## src/rtl/dx_pipeline_ctrl.sv

```systemverilog
// D/X pipeline sequencing controller: load-use bubbles, branch redirects,
// mul/div occupancy of X, memory wait states, plus a saturating stall counter.
module dx_pipeline_ctrl #(
    parameter int MULDIV_CYCLES = 32,
    parameter int CNT_W         = $clog2(MULDIV_CYCLES + 1)
) (
    input  logic        clock,
    input  logic        reset_n,
    input  logic        d_valid,
    input  logic [4:0]  d_rs,
    input  logic [4:0]  d_rt,
    input  logic        d_uses_rs,
    input  logic        d_uses_rt,
    input  logic        d_is_muldiv,
    input  logic        x_valid,
    input  logic        x_mem_read,
    input  logic [4:0]  x_rd,
    input  logic        x_br_taken,
    input  logic        m_mem_req,
    input  logic        mem_ready,
    input  logic        stat_clear,
    output logic        pc_enable,
    output logic        fd_enable,
    output logic        flush_fd,
    output logic        dx_enable,
    output logic        dx_bubble,
    output logic        busy,
    output logic [15:0] stall_count
);

    // state       | meaning
    // ST_RUN      | normal issue; hazards resolved by priority
    // ST_MULDIV   | X occupied by mul/div, pipeline frozen for mdcnt+1 cycles
    // ST_MEM_WAIT | M access outstanding, frozen until mem_ready
    typedef enum logic [1:0] {
        ST_RUN      = 2'd0,
        ST_MULDIV   = 2'd1,
        ST_MEM_WAIT = 2'd2
    } state_t;

    state_t             state_q, state_d;
    logic [CNT_W-1:0]   mdcnt_q, mdcnt_d;
    logic [15:0]        stall_count_q, stall_count_d;

    logic load_use;
    logic mem_freeze;
    logic pc_en, fd_en, dx_en, flush, bubble;

    assign load_use = x_valid && x_mem_read && (x_rd != 5'd0) && d_valid &&
                      ((d_uses_rs && (d_rs == x_rd)) || (d_uses_rt && (d_rt == x_rd)));

    // In MEM_WAIT only mem_ready matters; from RUN a new unready request freezes.
    assign mem_freeze = (state_q == ST_MEM_WAIT) ? !mem_ready : (m_mem_req && !mem_ready);

    always_comb begin
        state_d = state_q;
        mdcnt_d = mdcnt_q;
        pc_en   = 1'b1;
        fd_en   = 1'b1;
        dx_en   = 1'b1;
        flush   = 1'b0;
        bubble  = 1'b0;
        if (state_q == ST_MULDIV) begin
            pc_en = 1'b0;
            fd_en = 1'b0;
            dx_en = 1'b0;
            if (mdcnt_q == '0) begin
                state_d = ST_RUN;
            end else begin
                mdcnt_d = mdcnt_q - CNT_W'(1);
            end
        end else if (mem_freeze) begin
            pc_en   = 1'b0;
            fd_en   = 1'b0;
            dx_en   = 1'b0;
            state_d = ST_MEM_WAIT;
        end else begin
            state_d = ST_RUN;
            if (x_br_taken) begin
                flush  = 1'b1;
                bubble = 1'b1;
            end else if (load_use) begin
                pc_en  = 1'b0;
                fd_en  = 1'b0;
                bubble = 1'b1;
            end else if (d_valid && d_is_muldiv) begin
                mdcnt_d = CNT_W'(MULDIV_CYCLES - 1);
                state_d = ST_MULDIV;
            end
        end
    end

    // While reset is held the pipeline registers see a safe, flushed, frozen view.
    always_comb begin
        pc_enable = reset_n && pc_en;
        fd_enable = reset_n && fd_en;
        dx_enable = reset_n && dx_en;
        flush_fd  = !reset_n || flush;
        dx_bubble = !reset_n || bubble;
        busy      = reset_n && ((state_q == ST_MULDIV) || (state_q == ST_MEM_WAIT));
    end

    always_comb begin
        stall_count_d = stall_count_q;
        if (stat_clear) begin
            stall_count_d = 16'd0;
        end else if (!pc_enable && (stall_count_q != 16'hFFFF)) begin
            stall_count_d = stall_count_q + 16'd1;
        end
    end

    assign stall_count = stall_count_q;

    always_ff @(posedge clock or negedge reset_n) begin
        if (!reset_n) begin
            state_q       <= ST_RUN;
            mdcnt_q       <= '0;
            stall_count_q <= 16'd0;
        end else begin
            state_q       <= state_d;
            mdcnt_q       <= mdcnt_d;
            stall_count_q <= stall_count_d;
        end
    end

endmodule
```

## config.mk

```make
export PLATFORM = sky130hd
export DESIGN_NAME = dx_pipeline_ctrl
export DESIGN_NICKNAME = d
export VERILOG_FILES = /design/src/rtl/dx_pipeline_ctrl.sv
export SDC_FILE = /design/constraint.sdc
export NUM_CORES = 1
export LEC_CHECK = 0
export CAP_MARGIN = 5
export CELL_PAD_IN_SITES_DETAIL_PLACEMENT = 1
export CELL_PAD_IN_SITES_GLOBAL_PLACEMENT = 2
export CORE_MARGIN = 2
export CORE_UTILIZATION = 24
export DETAILED_ROUTE_END_ITERATION = 16
export GPL_ROUTABILITY_DRIVEN = 0
export PLACE_DENSITY = 0.81
export SLEW_MARGIN = 20
export SYNTH_ARGS = -nofsm -noshare
export SYNTH_HDL_FRONTEND = slang
export SYNTH_SLANG_ARGS = --single-unit
```

## constraint.sdc

```tcl
create_clock -name clock -period 2 [get_ports clock]
set_input_delay 0.2 -clock clock [delete_from_list [all_inputs] [get_ports clock]]
set_output_delay 0.2 -clock clock [all_outputs]
set_load 0.005 [all_outputs]
```

==> qor.yml <==
hp-class: "in -> async"
tightest_slew_ps: 371
numCtsBuffers: 3
clock_tree.root_cell: "clkbuf_8"
final_cell_mix: "buf_4, clkdlybuf4s50_1, dfrtp_1, nand2_1, buf_6"
status: "complete, but fails checks"
syn2layout_area_growth_pct: 95.6
async_flop_share_pct: 100
power.density_nw_per_um2: 441
fillCellCount: 723
grt_max_degree: 18
clock-sinks: 24
ys_ff_latch: 24
nets: 327
critPathKind: "in -> reg"
synth_cell_type_count: 45
grt_use_total_pct: 16.0
crit_path_max_fanout: 8
dieArea_um2: 7220
final_common_cell: "buf_4"
dp.final_hpwl_um: 3940
cts.htree.levels: 1
via_count: 1853
critical_path.slowest_cell: "clkdlybuf4s50_1"
grt_pass1_vias: 1954
synth_nets: 206
drv_cap: 0
finalHoldViolCount: 0
syn-cell-area_um2: 1570
total_leakage_power_nw: 1.33
synth-seq-area-share_pct: 38.2
cp_common_cell: "buf_12"
core_area_um2: 6350
worstPathArrival_ps: 2370
rsz0062_at_grt: "true"
ff_latch_area_um2: 601
die-width_um: 85.0
startpoint_type: "primary input"
row_count: 29
setup-violations-final: 15
setup_ws_ps: -165
crit_chain: "clkdlybuf4s50_1 > and3_4 > o21ai_4 > buf_6 > a311oi_4 > a21oi_4 > buf_12 > buf_12 > or4_4 > a21oi_2"
violations: "setup timing"
drv_slew: 0
routed_wl_um: 6540
path_delay_family: "buffers and inverters"
dpl.cell_count: 341
drive_above_1_share_pct: 46.8
cp_num_buf_inv: 4
ant_nets: 0
antennaDiodeCount: 0
power.total_mw: 1.36
antenna_found_initial: 0
multi_input_area_um2: 1170
synth_ff_type: "dfrtp_1"
drc_errors: 0
io_buffers: 48
synth_area_per_cell_um2: 9.04
post-route-min-period_ps: 2160
grt_overflow: 0
syn_inst: 174
viasPerCell: 5.01
post-route-period-util_pct: 108
insertion_delay_ps: 270
endpoint_kind: "flip-flop"
start_util_pct: 24.8
yosysWarnings: 0
ios: 49
drtIter0Drc: 27
critical-path-max-stage-delay_ps: 500
crit_required_ps: 2200
cts.clk_slew.worst_paths_ps: 90
synth_edf_count: 0
ir_worst_vdd_uv: 321
cts.path.max_buffers: 2
wire_per_inst_um: 17.7
finClkSkew_ps: 2.10
slew_headroom_pct: 75.2
fin_util_pct: 48.5
cts_tree: "yes"
die_height_um: 85.0
first_pass_iters: 4
fmax_mhz: 462
fin_cells: 370
grt_first_pass_wirelength_um: 9430
[path summary, 6_finish.rpt]
kind | startpoint | endpoint | slack (ps) | cells after the start
setup / recovery | d_valid | stall_count[12] | -160 | 10
min in group clock | mdcnt_q[0] | mdcnt_q[0] | 530 | 1
setup reg to reg | stall_count[4] | stall_count[12] | -160 | 8
hold reg to reg | mdcnt_q[0] | mdcnt_q[0] | 530 | 1
max in group asynchronous | reset_n | stall_count[15] | 1380 | 2
hold / removal | reset_n | state_q[0] | 370 | 2
[layer usage]
| metal | routed length, um | share of wire, % | vias to the layer above | track usage, % |
|---|---|---|---|---|
| met5 | 0 | 0 | - | 0 |
| met4 | 157 | 2.4 | 0 | 3.46 |
| met3 | 288 | 4.4 | 12 | 3.31 |
| met2 | 3410 | 52 | 46 | 28.1 |
| met1 | 2680 | 41 | 914 | 20.2 |
| li1 | - | - | 881 | - |
[cells by family after synthesis]
family / Yosys count / share of synthesized area, %
xor+xnor: 12 / 6.68
mux: 2 / 1.59
simple gates: 67 / 23.5
flops: 24 / 38.2
fa+ha+maj: 5 / 3.98
buf+inv: 15 / 5.25
compound gates: 49 / 20.8
[through the flow]
stage                     TNS (ps)  hold slack, ps  worst slack (ps)  area [um2]
after floorplan                  0           -95.6              4.97        1580
after global placement       -7290             508              -388        2500
after detailed placement     -8740             511              -463        2500
after CTS                     -955             355              -133        2840
after global routing         -3120             390              -255        3080
final                        -1580             375              -165        3080
[synthesized netlist by cell type (2+ instances only)]
cell      instances  area, um2
or2_2             2       12.5
o21ai_1          10       50.1
ha_1              5       62.6
xnor2_1          11       96.3
a21oi_1          15       75.1
nor2_1           11       41.3
nand2_1          14       52.6
o21ai_0           4       20.0
and3_1            3       18.8
inv_1             9       33.8
a211oi_1          2       15.0
nor2b_1           3       18.8
or3_1            10       62.6
nand2b_1          2       12.5
nand3_1           7       35.0
o31ai_1           4       30.0
nand4_1           5       31.3
or4_1             5       37.5
buf_6             3       33.8
dfrtp_1          24        601
[worst reg2reg max path, cell delays in order, from the launching register on]
cell and delay [ps]:
dfrtp_1 380, and3_4 180, and4_4 210, a311oi_4 350, a21oi_4 140, buf_12 160, buf_12 130, or4_4 410
a21oi_2 130
[cell type report]
cell class,instances,area share (%)
clock buffers,3,1.34
inverters,9,1.10
multi-input cells,135,38.2
flip-flops and latches,24,19.5
well taps,77,3.13
repair buffers,122,36.7
[what timing repair did]
| item | 4_1_cts | 5_1_grt |
|---|---|---|
| resized for setup | 48 | 55 |
| hold buffers | 0 | 0 |
| endpoints found under the setup margin | 23 | 26 |
| gates cloned | 2 | 0 |
| pin swaps | 28 | 34 |
| setup buffers | 16 | 12 |
[report_power, final]
group,switching [mW],internal (mW)
Sequential,0.0357,0.528
Clock,0.157,0.135
Combinational,0.226,0.274
[state kept, by name (all words and copies together) (netlist names)]
signal       count
mdcnt_q          6
stall_count     16
state_q          2
Note: power is estimated with default switching activity, not from simulation.
